**src/rtl/bus_arbiter_pkg.sv**
```systemverilog
// bus_arbiter_pkg
//   Shared definitions for the IF/MEM bus arbiter: arbiter state encoding,
//   chip/write enable levels, zero word and legacy bus width constants.
package bus_arbiter_pkg;

  localparam int unsigned InstAddrBus = 32;
  localparam int unsigned InstBus     = 32;
  localparam int unsigned DataBus     = 32;

  localparam logic ChipEnable   = 1'b1;
  localparam logic ChipDisable  = 1'b0;
  localparam logic WriteEnable  = 1'b1;
  localparam logic WriteDisable = 1'b0;

  localparam logic [DataBus-1:0] ZeroWord = '0;

  // 2-bit encodings kept identical to the legacy localparam values.
  typedef enum logic [1:0] {
    IDLE      = 2'b00,
    I_BUSY    = 2'b01,
    D_BUSY    = 2'b10,
    I_DISCARD = 2'b11
  } arb_state_e;

endpackage

```
**src/rtl/bus_arbiter.sv**
```systemverilog
// bus_arbiter
//   Shares one external memory bus port between instruction fetch (IF,
//   read-only) and data access (MEM, read/write). One transaction at a time
//   over a bus_req/bus_ack handshake; data requests win over fetches.
//   A flush discards an in-flight fetch (the bus cycle still completes).
//
// Ports
//   clk, rst           clock (rising edge), asynchronous active-high reset
//   i_ce/i_addr        fetch request (level, held until i_ack) and address
//   i_inst/i_ack       fetched word (held until next i_ack), 1-cycle pulse
//   d_ce/d_we/d_addr/d_wdata/d_sel
//                      data request (level, held until d_ack)
//   d_rdata/d_ack      read data (held until next d_ack), 1-cycle pulse
//   flush              pipeline flush from ctrl
//   stallreq_if/_mem   combinational stall requests to ctrl
//   bus_*              external memory port; bus_rdata sampled with bus_ack
module bus_arbiter
  import bus_arbiter_pkg::*;
#(
  parameter int unsigned AW = 32,
  parameter int unsigned DW = 32
) (
  input  logic          clk,
  input  logic          rst,
  input  logic          i_ce,
  input  logic [AW-1:0] i_addr,
  output logic [DW-1:0] i_inst,
  output logic          i_ack,
  input  logic          d_ce,
  input  logic          d_we,
  input  logic [AW-1:0] d_addr,
  input  logic [DW-1:0] d_wdata,
  input  logic [3:0]    d_sel,
  output logic [DW-1:0] d_rdata,
  output logic          d_ack,
  input  logic          flush,
  output logic          stallreq_if,
  output logic          stallreq_mem,
  output logic          bus_req,
  output logic          bus_we,
  output logic [AW-1:0] bus_addr,
  output logic [DW-1:0] bus_wdata,
  output logic [3:0]    bus_sel,
  input  logic [DW-1:0] bus_rdata,
  input  logic          bus_ack
);

  arb_state_e state;

  assign stallreq_if  = i_ce & ~i_ack & ~flush;
  assign stallreq_mem = d_ce & ~d_ack;

  always_ff @(posedge clk or posedge rst) begin
    if (rst) begin
      state     <= IDLE;
      bus_req   <= ChipDisable;
      bus_we    <= WriteDisable;
      bus_addr  <= '0;
      bus_wdata <= '0;
      bus_sel   <= 4'b0000;
      i_inst    <= '0;
      d_rdata   <= '0;
      i_ack     <= 1'b0;
      d_ack     <= 1'b0;
    end else begin
      i_ack <= 1'b0;
      d_ack <= 1'b0;
      case (state)
        IDLE: begin
          // A ce seen together with its own ack belongs to the transaction
          // just completed; it is not re-issued.
          if (d_ce == ChipEnable && !d_ack) begin
            state     <= D_BUSY;
            bus_req   <= ChipEnable;
            bus_we    <= d_we;
            bus_addr  <= d_addr;
            bus_wdata <= d_wdata;
            bus_sel   <= d_sel;
          end else if (i_ce == ChipEnable && !i_ack && !flush) begin
            state    <= I_BUSY;
            bus_req  <= ChipEnable;
            bus_we   <= WriteDisable;
            bus_addr <= i_addr;
            bus_sel  <= 4'b1111;
          end
        end
        I_BUSY: begin
          if (bus_ack) begin
            bus_req <= ChipDisable;
            state   <= IDLE;
            if (!flush) begin
              i_inst <= bus_rdata;
              i_ack  <= 1'b1;
            end
          end else if (flush) begin
            // Bus cycle must still finish; only its result is dropped.
            state <= I_DISCARD;
          end
        end
        I_DISCARD: begin
          if (bus_ack) begin
            bus_req <= ChipDisable;
            state   <= IDLE;
          end
        end
        D_BUSY: begin
          if (bus_ack) begin
            bus_req <= ChipDisable;
            d_ack   <= 1'b1;
            state   <= IDLE;
            if (bus_we != WriteEnable) d_rdata <= bus_rdata;
          end
        end
        default: state <= IDLE;
      endcase
    end
  end

endmodule

```
**config.mk**
```make
export PLATFORM = sky130hd
export DESIGN_NAME = bus_arbiter
export DESIGN_NICKNAME = d
export VERILOG_FILES = /design/src/rtl/bus_arbiter_pkg.sv /design/src/rtl/bus_arbiter.sv
export SDC_FILE = /design/constraint.sdc
export NUM_CORES = 1
export LEC_CHECK = 0
export BUFFER_PORTS_ARGS = -buffer_cell sky130_fd_sc_hd__buf_2
export CORE_AREA = 2 2 140 142
export CTS_CLUSTER_DIAMETER = 200
export DETAILED_ROUTE_END_ITERATION = 6
export DIE_AREA = 0 0 142 144
export SLEW_MARGIN = 15
export SYNTH_ARGS = -nofsm -noshare
export SYNTH_HDL_FRONTEND = slang
export SYNTH_SLANG_ARGS = --single-unit
```
**constraint.sdc**
```tcl
create_clock -name clk -period 5 [get_ports clk]
set_clock_uncertainty 0.2 [all_clocks]
set_input_delay 0 -clock clk [delete_from_list [all_inputs] [get_ports clk]]
set_output_delay 0 -clock clk [all_outputs]
set_load 0.005 [all_outputs]
```
# After elaboration in Yosys (flattened, before gate mapping)
# Cells that the tools add are included.
[totals]
out_inout_bits = 138
ff_bits = 138
[classes]
n_eq_ne = 7
n_bitwise = 7
n_reduce_logical = 16
mux = 21
[op_table]
columns = ["cell", "n"]
rows = [
  ["$mux 32", 2],
  ["$mux 1", 10],
  ["$mux 2", 5],
  ["$reduce_and 3->1", 3],
  ["$mux 4", 2],
  ["$ne 3x3->1 const B", 2],
  ["$pmux 2 s3", 1],
  ["$reduce_and 2->1", 3],
  ["$eq 2x2->1 const B", 2],
  ["$ne 2x1->1 const B", 2],
  ["$not 1->1", 4],
  ["$and 1x1->1", 3],
  ["$logic_and 1x1->1", 3],
  ["$logic_not 1->1", 3],
  ["$reduce_or 3->1", 1],
  ["$eq 2x1->1 const B", 1],
  ["$logic_not 2->1", 1],
  ["$pmux 1 s2", 1],
  ["$reduce_bool 2->1", 1],
  ["$reduce_or 2->1", 1],
]

# Longest topological paths before layout
# Gate-level depths: netlist of the first run.
[depth]
depth_word = 6
mapped_depth = 5
depth_no_buf = 3

# Worst setup path before layout of the first run
# Ideal clock, no wire load.
[synth_path]
path_type = "register to register"
start = "register d_ack"
end = "register bus_addr[10]"
stages_incl_launch_ff = 6
synth_period_minus_slack_ns = 1.809
t_arrival_ns = 1.484
required_time_ns = 4.675
path_buffers = 2
slack_ns = 3.191
path_cell_list = "dfrtp_1 nor2b_1 buf_2 buf_2 mux2_2 mux2_2"
[synth_between]
elab_chain_cells = 4
elab_cells_between_ends = 5
classes_between = "1 x mux; 4 x reduce/logical"
[synth_lines]
columns = ["item", "line_no", "rtl"]
rows = [
  ["start: declaration", "bus_arbiter.sv:35", "output logic d_ack,"],
  ["start signal: assignment", "bus_arbiter.sv:64", "d_ack <= 1'b0;"],
  ["start signal: assignment", "bus_arbiter.sv:67", "d_ack <= 1'b0;"],
  ["start signal: assignment", "bus_arbiter.sv:109", "d_ack <= 1'b1;"],
  ["$logic_not 1->1 (*)", "bus_arbiter.sv:72", "if (d_ce == ChipEnable && !d_ack) begin"],
  ["$logic_and 1x1->1 (*)", "bus_arbiter.sv:72", ""],
  ["$reduce_bool 2->1 (no source line)", "-", ""],
  ["$reduce_and 2->1 (no source line)", "-", ""],
  ["end signal: assignment", "bus_arbiter.sv:76", "bus_addr <= d_addr;"],
  ["end signal: assignment", "bus_arbiter.sv:83", "bus_addr <= i_addr;"],
  ["end: declaration", "bus_arbiter.sv:41", "output logic [AW-1:0] bus_addr,"],
]
# Mark *: on every way between the ends. The rest lies on a longest branch, timed or not.
# A chain may end at the register's enable or synchronous reset.

# Final worst setup path of the first run
[layout_path]
start = "register d_ack"
end = "register bus_addr[20]"
# Same word-level chain as after synthesis.

==> results of run 1 <==
-- final cells by class --
type | count | area, um2
timing repair buffer | 419 | 2800
multi-input combinational | 187 | 2000
tap | 238 | 298
clock buffer | 18 | 439
sequential | 138 | 3450
clock inverter | 14 | 136
inverter | 2 | 12.5
fill | 1652 | 9940
-- state kept, by name (all words and copies together) (netlist names) --
register and flops:
bus_addr 32, bus_wdata 32, d_rdata 32, i_inst 32, bus_sel 4, state 2, bus_req 1, bus_we 1
d_ack 1, i_ack 1
-- metrics by stage --
stage          std cells  worst slack (ns)  hold WS (ns)
4_1_cts             1016              2.24        0.0152
5_1_grt             1016              2.40        0.0630
3_3_place_gp         848              2.42       -0.0670
2_1_floorplan        344              1.10        -0.152
3_5_place_dp         848              2.27       -0.0442
6_report            1016              2.45        0.0346
-- layer usage --
metal,track usage,vias to the layer above,part of all wire
met5,0,-,0
met4,0.0474,0,0.011
met3,0.0507,20,0.073
met2,0.282,168,0.55
met1,0.151,2224,0.37
li1,-,2079,-
-- power breakdown --
part           total, mW  switching, mW  internal, mW  leakage [nW]
Sequential          1.97          0.292          1.68          1.64
Clock               1.21          0.505         0.709         0.274
Combinational       1.68          0.655          1.03          2.40
Total               4.86           1.45          3.41          4.31
-- Yosys cell counts, drive strengths merged --
library cell and instances:
o21a 1, nor4b 2, inv 2, a31o 1
o21ai 1, and2 1, nand2 4, buf 17
a2bb2oi 4, a21oi 1, nor3 1, nor2 6
nor3b 1, mux2 160, nor2b 2, o22ai 2
dfrtp 138
-- worst min-delay path by stage --
stage	to	slack (ns)	cells past startpoint
after global placement	d_rdata[2]	-0.07	2
final	bus_sel[0]	0.03	5
after CTS	bus_sel[0]	0.02	5
after global routing	bus_sel[3]	0.06	5
after floorplan	stallreq_if	-0.15	1
after detailed placement	i_inst[2]	-0.04	2
-- critical path: cells and delay by family (launching register included) --
family	cells	cell delay [ns]
buf+inv	2	0.97
flops	1	0.43
mux	2	0.66
simple gates	1	0.14
-- kinds of logic (layout without fill, tap and decap cells) --
family / count (synthesis) / after routing / synth area share
and+or+nand+nor: 17 / 17 / 0.0191
DFF: 138 / 138 / 0.622
muxes: 160 / 160 / 0.324
buffers and inverters: 19 / 453 / 0.0214
AOI/OAI and AO/OA: 10 / 10 / 0.0133
-- timing repair --
| item | 4_1_cts | 5_1_grt |
|---|---|---|
| hold endpoints to repair | 210 | 0 |
| setup endpoints to repair | 0 | 0 |
| hold buffers | 136 | 0 |
==> flow_summary_export.csv, run 1 <==
group,metric,value,unit
synthesis,synth.area.top_cells,"dfrtp_1 62%, mux2_2 32%, buf_2 0.99%, a2bb2oi_1 0.63%, buf_6 0.61%",
clocking,postCtsSetupBuffers,0,
synthesis,synth_top_area_frac,0.622,
global_route,first_global_vias,4799,
finish,antennaDiodeCount,0,
critical_path,endpoint,"bus_addr[20]",
clocking,h-tree-depth,4,
timing,finalSetupViolCount,0,
floorplanning,die_height,144,um
synthesis,synth_cell_types,22,
floorplanning,num_rows,51,
critical_path,crit_chain,"nor2b_4 > buf_4 > mux2_2 > dlygate4sd3_1 > mux2_2",
finish,area_growth,64.5,%
timing,min_period,2.55,ns
global_route,grt_overflow,0,
critical_path,r2r_slack,2.45,ns
critical_path,crit_start,"d_ack",
routing,routed_via_density,4.42,
floorplanning,core_area,0.0191,mm2
routing,num_vias,4491,
synthesis,netlist_area,0.00555,mm2
synthesis,syn_inst,344,
clocking,cts_buffers,17,
clocking,clkSinkCount,138,
timing,timing.final.hold_violations,0,
clocking,cts.clk_slew.worst_paths,0.06,ns
critical_path,end_kind,"flip-flop",
global_route,grt_max_degree,74,
clocking,cts_tree,"yes",
finish,final_nets,904,
finish,fin_util,0.479,
routing,wl_per_cell,15.1,um
timing,max_freq,392,MHz
timing,slew_headroom,0.441,
timing,tightest_slew,0.838,ns
synthesis,syn-num-nets,483,
placed_design,dpl_cell_area,0.00720,mm2
routing,drtIter0Drc,122,
critical_path,crit_required,5.09,ns
critical_path,worstPathArrival,2.64,ns
placed_design,gp_congestion,0.742,
critical_path,path_class,"reg2reg",
power_and_ir_drop,power.density,532,mW/mm2
worst_hold_path,min_from,"d_ce",
routing,ant_nets,0,
floorplanning,ioPinCount,277,
global_route,grt_first_pass_wirelength,23500,um
synthesis,yosys.area.top_type,"dfrtp_1",
critical_path,crit_fanout,36,
synthesis,yosys_warnings,0,
synthesis,yosysSeqAreaShare,0.622,
synthesis,synth-seq-cells,138,
floorplanning,start_util,0.291,
routing,drt_wl_total,15300,um
critical_path,ff2ff_path_depth,5,
finish,final_area,0.00914,mm2
critical_path,r2r_start,"d_ack",
routing,drc,0,
clocking,clock_latency,0.41,ns
clocking,clockBufferDepth,2,
power_and_ir_drop,leakage,4.31,nW
timing,tns,0,ns
placed_design,dp.final_hpwl,10100,um
critical_path,slowest_delay,0.57,ns
finish,final_cell_mix,"276 x buf_2, 157 x mux2_2, 138 x dfrtp_1, 136 x dlygate4sd3_1, 17 x clkbuf_16",
finish,drive_gt1_frac,0.617,
timing,fin_crit_sh,0.510,
status,status,"complete, no violations",
floorplanning,dieArea,0.0204,mm2
timing,slew_viol_final,0,
power_and_ir_drop,ir_drop,261,uV
critical_path,crit_path_frequent_cell,"mux2_2",
critical_path,r2r-end,"bus_addr[20]",
clocking,clock-root-buffer,"clkbuf_16",
routing,firstDrtPassIters,3,
critical_path,startpoint_type,"flip-flop",
critical_path,slowest_stage,"dlygate4sd3_1",
power_and_ir_drop,total_power,4.86,mW
global_route,grt_usage,0.148,
floorplanning,die_w,142,um
global_route,antenna_found_initial,0,
synthesis,syn_avg_cell_area,16.1,um2
clocking,cts_resized,0,
flow_run,drv_cap,0,
timing,rsz0062_at_grt,"false",
finish,final_common_cell,"buf_2",
placed_design,port-buffer-count,276,
worst_hold_path,hold_class,"in2reg",
Note: power is estimated with default switching activity, not from simulation.
==> run 2, diff against run 1 <==
==> constraint.sdc (replaced) <==
create_clock -name clk -period 2.45 [get_ports clk]
set_clock_uncertainty 0.2 [all_clocks]
set_input_delay 0 -clock clk [delete_from_list [all_inputs] [get_ports clk]]
set_output_delay 0 -clock clk [all_outputs]
set_load 0.005 [all_outputs]
==> run 2 against run 1 <==
  * Register-to-register slack worse by 2.3 ns
  * Non-clock buffer count up 4
  * First-iteration DRC count down 36%
  * Global-route usage up 0.48 points
  * Via count down 0.13%
  * Wire length up 3.6%
  * Largest power group unchanged
  * Largest cell class unchanged
  * Worst setup slack worse by 2.3 ns
  * Critical path depth unchanged
  * Highest routed layer unchanged
  * Critical endpoint is now bus_addr[30]
  * Clock power up 110%
==> flow_summary_export.csv, run 2 (same netlist as run 1, synthesis figures left out) <==
group,metric,value,unit
routing,num_vias,4485,
routing,drc,0,
power_and_ir_drop,p_clk_frac,0.249,
timing,setup_slack,0.109,ns
critical_path,crit_required,2.54,ns
timing,slew_viol_final,0,
routing,firstDrtPassIters,6,
floorplanning,die_w,142,um
global_route,grt_first_pass_wirelength,24100,um
power_and_ir_drop,leakage,4.34,nW
clocking,cts_resized,0,
floorplanning,ioPinCount,277,
critical_path,r2r_slack,0.11,ns
power_and_ir_drop,p_sw_frac,0.293,
critical_path,crit_chain,"nor2b_4 > buf_12 > mux2_2 > dlygate4sd3_1 > mux2_2",
placed_design,dpl_cell_area,0.00727,mm2
finish,final_area,0.00924,mm2
flow_run,drv_cap,0,
critical_path,crit_path_frequent_cell,"mux2_2",
global_route,grt_usage,0.153,
finish,drive_gt1_frac,0.609,
timing,tns,0,ns
clocking,clkSinkCount,138,
timing,tightest_slew,0.483,ns
clocking,cts_tree,"yes",
critical_path,path_class,"reg2reg",
finish,area_growth,66.3,%
finish,final_cell_mix,"276 x buf_2, 157 x mux2_2, 139 x dlygate4sd3_1, 138 x dfrtp_1, 17 x clkbuf_16",
critical_path,worstPathArrival,2.43,ns
power_and_ir_drop,seq_power_share,0.403,
clocking,clock-root-buffer,"clkbuf_16",
floorplanning,dieArea,0.0204,mm2
finish,final_common_cell,"buf_2",
power_and_ir_drop,p_comb_frac,0.348,
placed_design,dp.final_hpwl,10400,um
placed_design,port-buffer-count,276,
floorplanning,num_rows,51,
global_route,first_global_vias,4878,
floorplanning,core_area,0.0191,mm2
timing,min_period,2.34,ns
finish,final_nets,908,
placed_design,dp_slack,0.498,ns
timing,rsz0062_at_grt,"false",
clocking,clockBufferDepth,2,
timing,max_freq,427,MHz
status,status,"complete, no violations",
power_and_ir_drop,p_switching,2.93,mW
routing,drt_wl_total,15900,um
floorplanning,die_height,144,um
critical_path,end_kind,"flip-flop",
timing,timing.final.hold_violations,0,
finish,stdcell_count,1021,
power_and_ir_drop,power.density,1080,mW/mm2
floorplanning,start_util,0.291,
clocking,cts_buffers,17,
worst_hold_path,hold_class,"in2async",
routing,wl_per_cell,15.6,um
critical_path,crit_fanout,36,
placed_design,placed_cells,849,
timing,fin_crit_sh,0.955,
global_route,grt_overflow,0,
routing,routed_via_density,4.39,
clocking,h-tree-depth,4,
timing,slew_headroom,0.678,
clocking,clock_latency,0.40,ns
clocking,cts.clk_slew.worst_paths,0.06,ns
critical_path,startpoint_type,"flip-flop",
global_route,grt_max_degree,72,
routing,ant_nets,0,
timing,finalSetupViolCount,0,
critical_path,slowest_stage,"dlygate4sd3_1",
routing,drtIter0Drc,78,
critical_path,slowest_delay,0.57,ns
power_and_ir_drop,intPower,7.07,mW
placed_design,gp_congestion,0.716,
power_and_ir_drop,ir_drop,506,uV
global_route,antenna_found_initial,2,
-- run 2: cell count changes in the layout (fill, tap and decap cells not counted), moves of 2 or more --
| cell | change |
|---|---|
| inv_8 | -2 |
| clkinv_4 | +2 |
| buf_12 | +5 |
| dlygate4sd3_1 | +3 |
| inv_6 | -4 |
| buf_4 | -4 |
| clkbuf_1 | +3 |
| diode_2 | +2 |
-- run 2: final cells by class --
cell class,count,area [um2]
repair buffers,423,2900
fillers,1635,9840
clock buffers,21,450
multi-input cells,187,2000
flip-flops and latches,138,3450
inverters,2,11.3
diodes,2,5.00
well taps,238,298
clock inverters,10,120
-- run 2: stage by stage --
step	util	power [mW]	hold WS (ns)
after detailed placement	0.381	7.36	-0.0194
after floorplan	-	5.63	-0.152
after CTS	0.484	10.1	0.0840
final	0.484	10.0	0.0659
after global placement	0.381	7.21	-0.0337
after global routing	0.484	10.6	0.0990
-- run 2: path summary, 6_finish.rpt --
check | endpoint | start | cells past startpoint
max reg2reg | bus_addr[30] | d_ack | 5
max in group asynchronous | bus_addr[27] | rst | 4
min reg2reg | bus_addr[13] | bus_addr[13] | 1
min | i_inst[13] | rst | 4
max | bus_addr[30] | d_ack | 5
min in group clk | bus_wdata[18] | d_wdata[18] | 3
-- run 2: critical path, delay by kind of cell, from the launching register on --
kind / cells / cell delay, ns
buffers and inverters: 2 / 0.80
and+or+nand+nor: 1 / 0.16
muxes: 2 / 0.63
DFF: 1 / 0.43
-- run 2: timing repair --
item	in CTS	in global routing
hold endpoints to repair	276	0
buffers inserted	0	0
endpoints found under the setup margin	0	0
hold buffers	139	0
-- run 2: routing by layer --
layer  global-route usage  vias up  part of all wire
li1                     -     2080                 -
met1                0.156     2217              0.37
met2                0.289      164              0.54
met3               0.0507       24             0.068
met4               0.0563        0             0.017
met5                    0        -                 0
-- run 2: power by group through the flow --
| stage | logic, mW | clock network (mW) | registers, mW |
|---|---|---|---|
| 6_report | 3.48 | 2.49 | 4.04 |
| 5_1_grt | 3.78 | 2.67 | 4.19 |
| 4_1_cts | 3.53 | 2.56 | 4.04 |
| 3_5_place_dp | 3.31 | 0 | 4.05 |
| 3_3_place_gp | 3.21 | 0 | 3.99 |
| 2_1_floorplan | 1.52 | 0 | 4.11 |
==> run 3, diff against run 2 <==
--- a/config.mk
+++ b/config.mk
@@ -10,6 +10,7 @@
 export CTS_CLUSTER_DIAMETER = 200
 export DETAILED_ROUTE_END_ITERATION = 6
 export DIE_AREA = 0 0 142 144
+export SETUP_SLACK_MARGIN = 0.3
 export SLEW_MARGIN = 15
 export SYNTH_ARGS = -nofsm -noshare
 export SYNTH_HDL_FRONTEND = slang
==> run 3 against run 2 <==
  * Combinational power fell by 1%
  * Largest cell class unchanged
  * Register-to-register slack improved by 0.35 ns
  * Fmax rose by 18%
  * Sequential power barely moved
  * Via count rose by 0.42%
==> flow_summary_export.csv, run 3 (same netlist as run 1, synthesis figures left out) <==
group,metric,value,unit
status,status,"complete, no violations",
power_and_ir_drop,power.density,1080,mW/mm2
placed_design,dp_slack,0.498,ns
routing,routed_via_density,4.41,
clocking,clkSinkCount,138,
finish,fin_util,0.484,
placed_design,port-buffer-count,276,
timing,setup_slack,0.460,ns
timing,rsz0062_at_grt,"false",
global_route,antenna_found_initial,2,
timing,fin_hold_ws,0.0670,ns
critical_path,end_kind,"flip-flop",
critical_path,path_class,"reg2reg",
power_and_ir_drop,seq_power_share,0.406,
placed_design,dpl_cell_area,0.00727,mm2
power_and_ir_drop,intPower,7.03,mW
timing,max_freq,502,MHz
power_and_ir_drop,ir_drop,507,uV
critical_path,startpoint_type,"flip-flop",
clocking,clockBufferDepth,2,
timing,tightest_slew,0.482,ns
critical_path,crit_required,2.59,ns
global_route,grt_overflow,0,
floorplanning,num_rows,51,
global_route,grt_usage,0.153,
routing,drtIter0Drc,73,
finish,ff_latch_area,0.00345,mm2
routing,firstDrtPassIters,4,
finish,stdcell_count,1021,
global_route,grt_max_degree,72,
timing,fin_crit_sh,0.812,
critical_path,crit_fanout,33,
clocking,clock_latency,0.40,ns
routing,wl_per_cell,15.7,um
timing,slew_headroom,0.679,
worst_hold_path,hold_class,"in2async",
finish,drive_gt1_frac,0.611,
timing,min_period,1.99,ns
global_route,grt_first_pass_wirelength,24200,um
finish,n_fill_cell,1631,
routing,drt_wl_total,16000,um
routing,drc,0,
power_and_ir_drop,p_switching,2.93,mW
clocking,postCtsSetupBuffers,0,
critical_path,r2r_start,"state[0]",
finish,final_common_cell,"buf_2",
power_and_ir_drop,p_sw_frac,0.294,
power_and_ir_drop,leakage,4.34,nW
clocking,cts.clk_slew.worst_paths,0.06,ns
placed_design,gp_congestion,0.716,
timing,timing.final.hold_violations,0,
critical_path,r2r_slack,0.46,ns
floorplanning,die_height,144,um
critical_path,ff2ff_path_depth,4,
critical_path,worstPathArrival,2.13,ns
power_and_ir_drop,p_clk_frac,0.249,
floorplanning,ioPinCount,277,
clocking,cts_buffers,17,
critical_path,r2r-end,"i_ack",
timing,finalSetupViolCount,0,
finish,area_growth,66.3,%
finish,final_cell_mix,"276 x buf_2, 157 x mux2_2, 139 x dlygate4sd3_1, 137 x dfrtp_1, 17 x clkbuf_16",
flow_run,drv_cap,0,
clocking,clock-root-buffer,"clkbuf_16",
floorplanning,die_w,142,um
power_and_ir_drop,p_comb_frac,0.345,
timing,tns,0,ns
finish,final_area,0.00924,mm2
floorplanning,start_util,0.291,
routing,num_vias,4504,
placed_design,placed_cells,849,
floorplanning,core_area,0.0191,mm2
floorplanning,dieArea,0.0204,mm2
clocking,cts_tree,"yes",
global_route,first_global_vias,4915,
finish,multi_input_area,0.00200,mm2
finish,final_nets,908,
routing,ant_nets,0,
timing,slew_viol_final,0,
clocking,h-tree-depth,4,
power_and_ir_drop,total_power,9.96,mW
placed_design,dp.final_hpwl,10400,um
[run 3: cell count changes in the layout (fill, tap and decap cells not counted)]
cell / change
dfrtp_2: +1
dfrtp_1: -1
[run 3: worst max path at each step]
| stage | depth (start not counted) | start | to | slack (ns) |
|---|---|---|---|---|
| after global routing | 4 | state[0] | i_ack | 0.38 |
| final | 4 | state[0] | i_ack | 0.46 |
| after detailed placement | 3 | state[0] | bus_wdata[15] | 0.50 |
| after global placement | 3 | state[0] | bus_wdata[30] | 0.53 |
| after floorplan | 1 | rst | bus_addr[0] | 0.53 |
| after CTS | 4 | state[0] | i_ack | 0.35 |
[run 3: power by group through the flow]
stage	logic (mW)	registers (mW)	clock network, mW
floorplan	1.52	4.11	0
global placement	3.21	3.99	0
detailed placement	3.31	4.05	0
CTS	3.48	4.04	2.56
global route	3.72	4.20	2.67
finish	3.43	4.04	2.48
[run 3: cell type report]
class	count	share of cell area
Inverter	2	0.00122
Clock inverter	10	0.0130
Antenna cell	2	0.000542
Sequential cell	138	0.374
Clock buffer	21	0.0488
Tap cell	238	0.0322
Multi-Input combinational cell	187	0.217
Timing Repair Buffer	423	0.313
[run 3: routing by layer]
| metal | wire length (um) | up-vias | share of wire | GRT usage |
|---|---|---|---|---|
| li1 | - | 2081 | - | - |
| met1 | 6000 | 2226 | 0.37 | 0.156 |
| met2 | 8730 | 176 | 0.54 | 0.294 |
| met3 | 1050 | 21 | 0.065 | 0.0480 |
| met4 | 257 | 0 | 0.016 | 0.0553 |
| met5 | 0 | - | 0 | 0 |
[run 3: what timing repair did]
| action | in CTS | in global routing |
|---|---|---|
| setup endpoints to repair | 0 | 1 |
| gates resized for setup | 0 | 1 |
| hold buffers | 139 | 0 |
| endpoints found under the hold margin | 276 | 0 |
[run 3: worst max-delay path, cell delays in order (launching register included)]
cell and delay (ns):
dfrtp_2 0.44, inv_2 0.07, nor4b_4 0.35, buf_12 0.26
dlygate4sd3_1 0.59
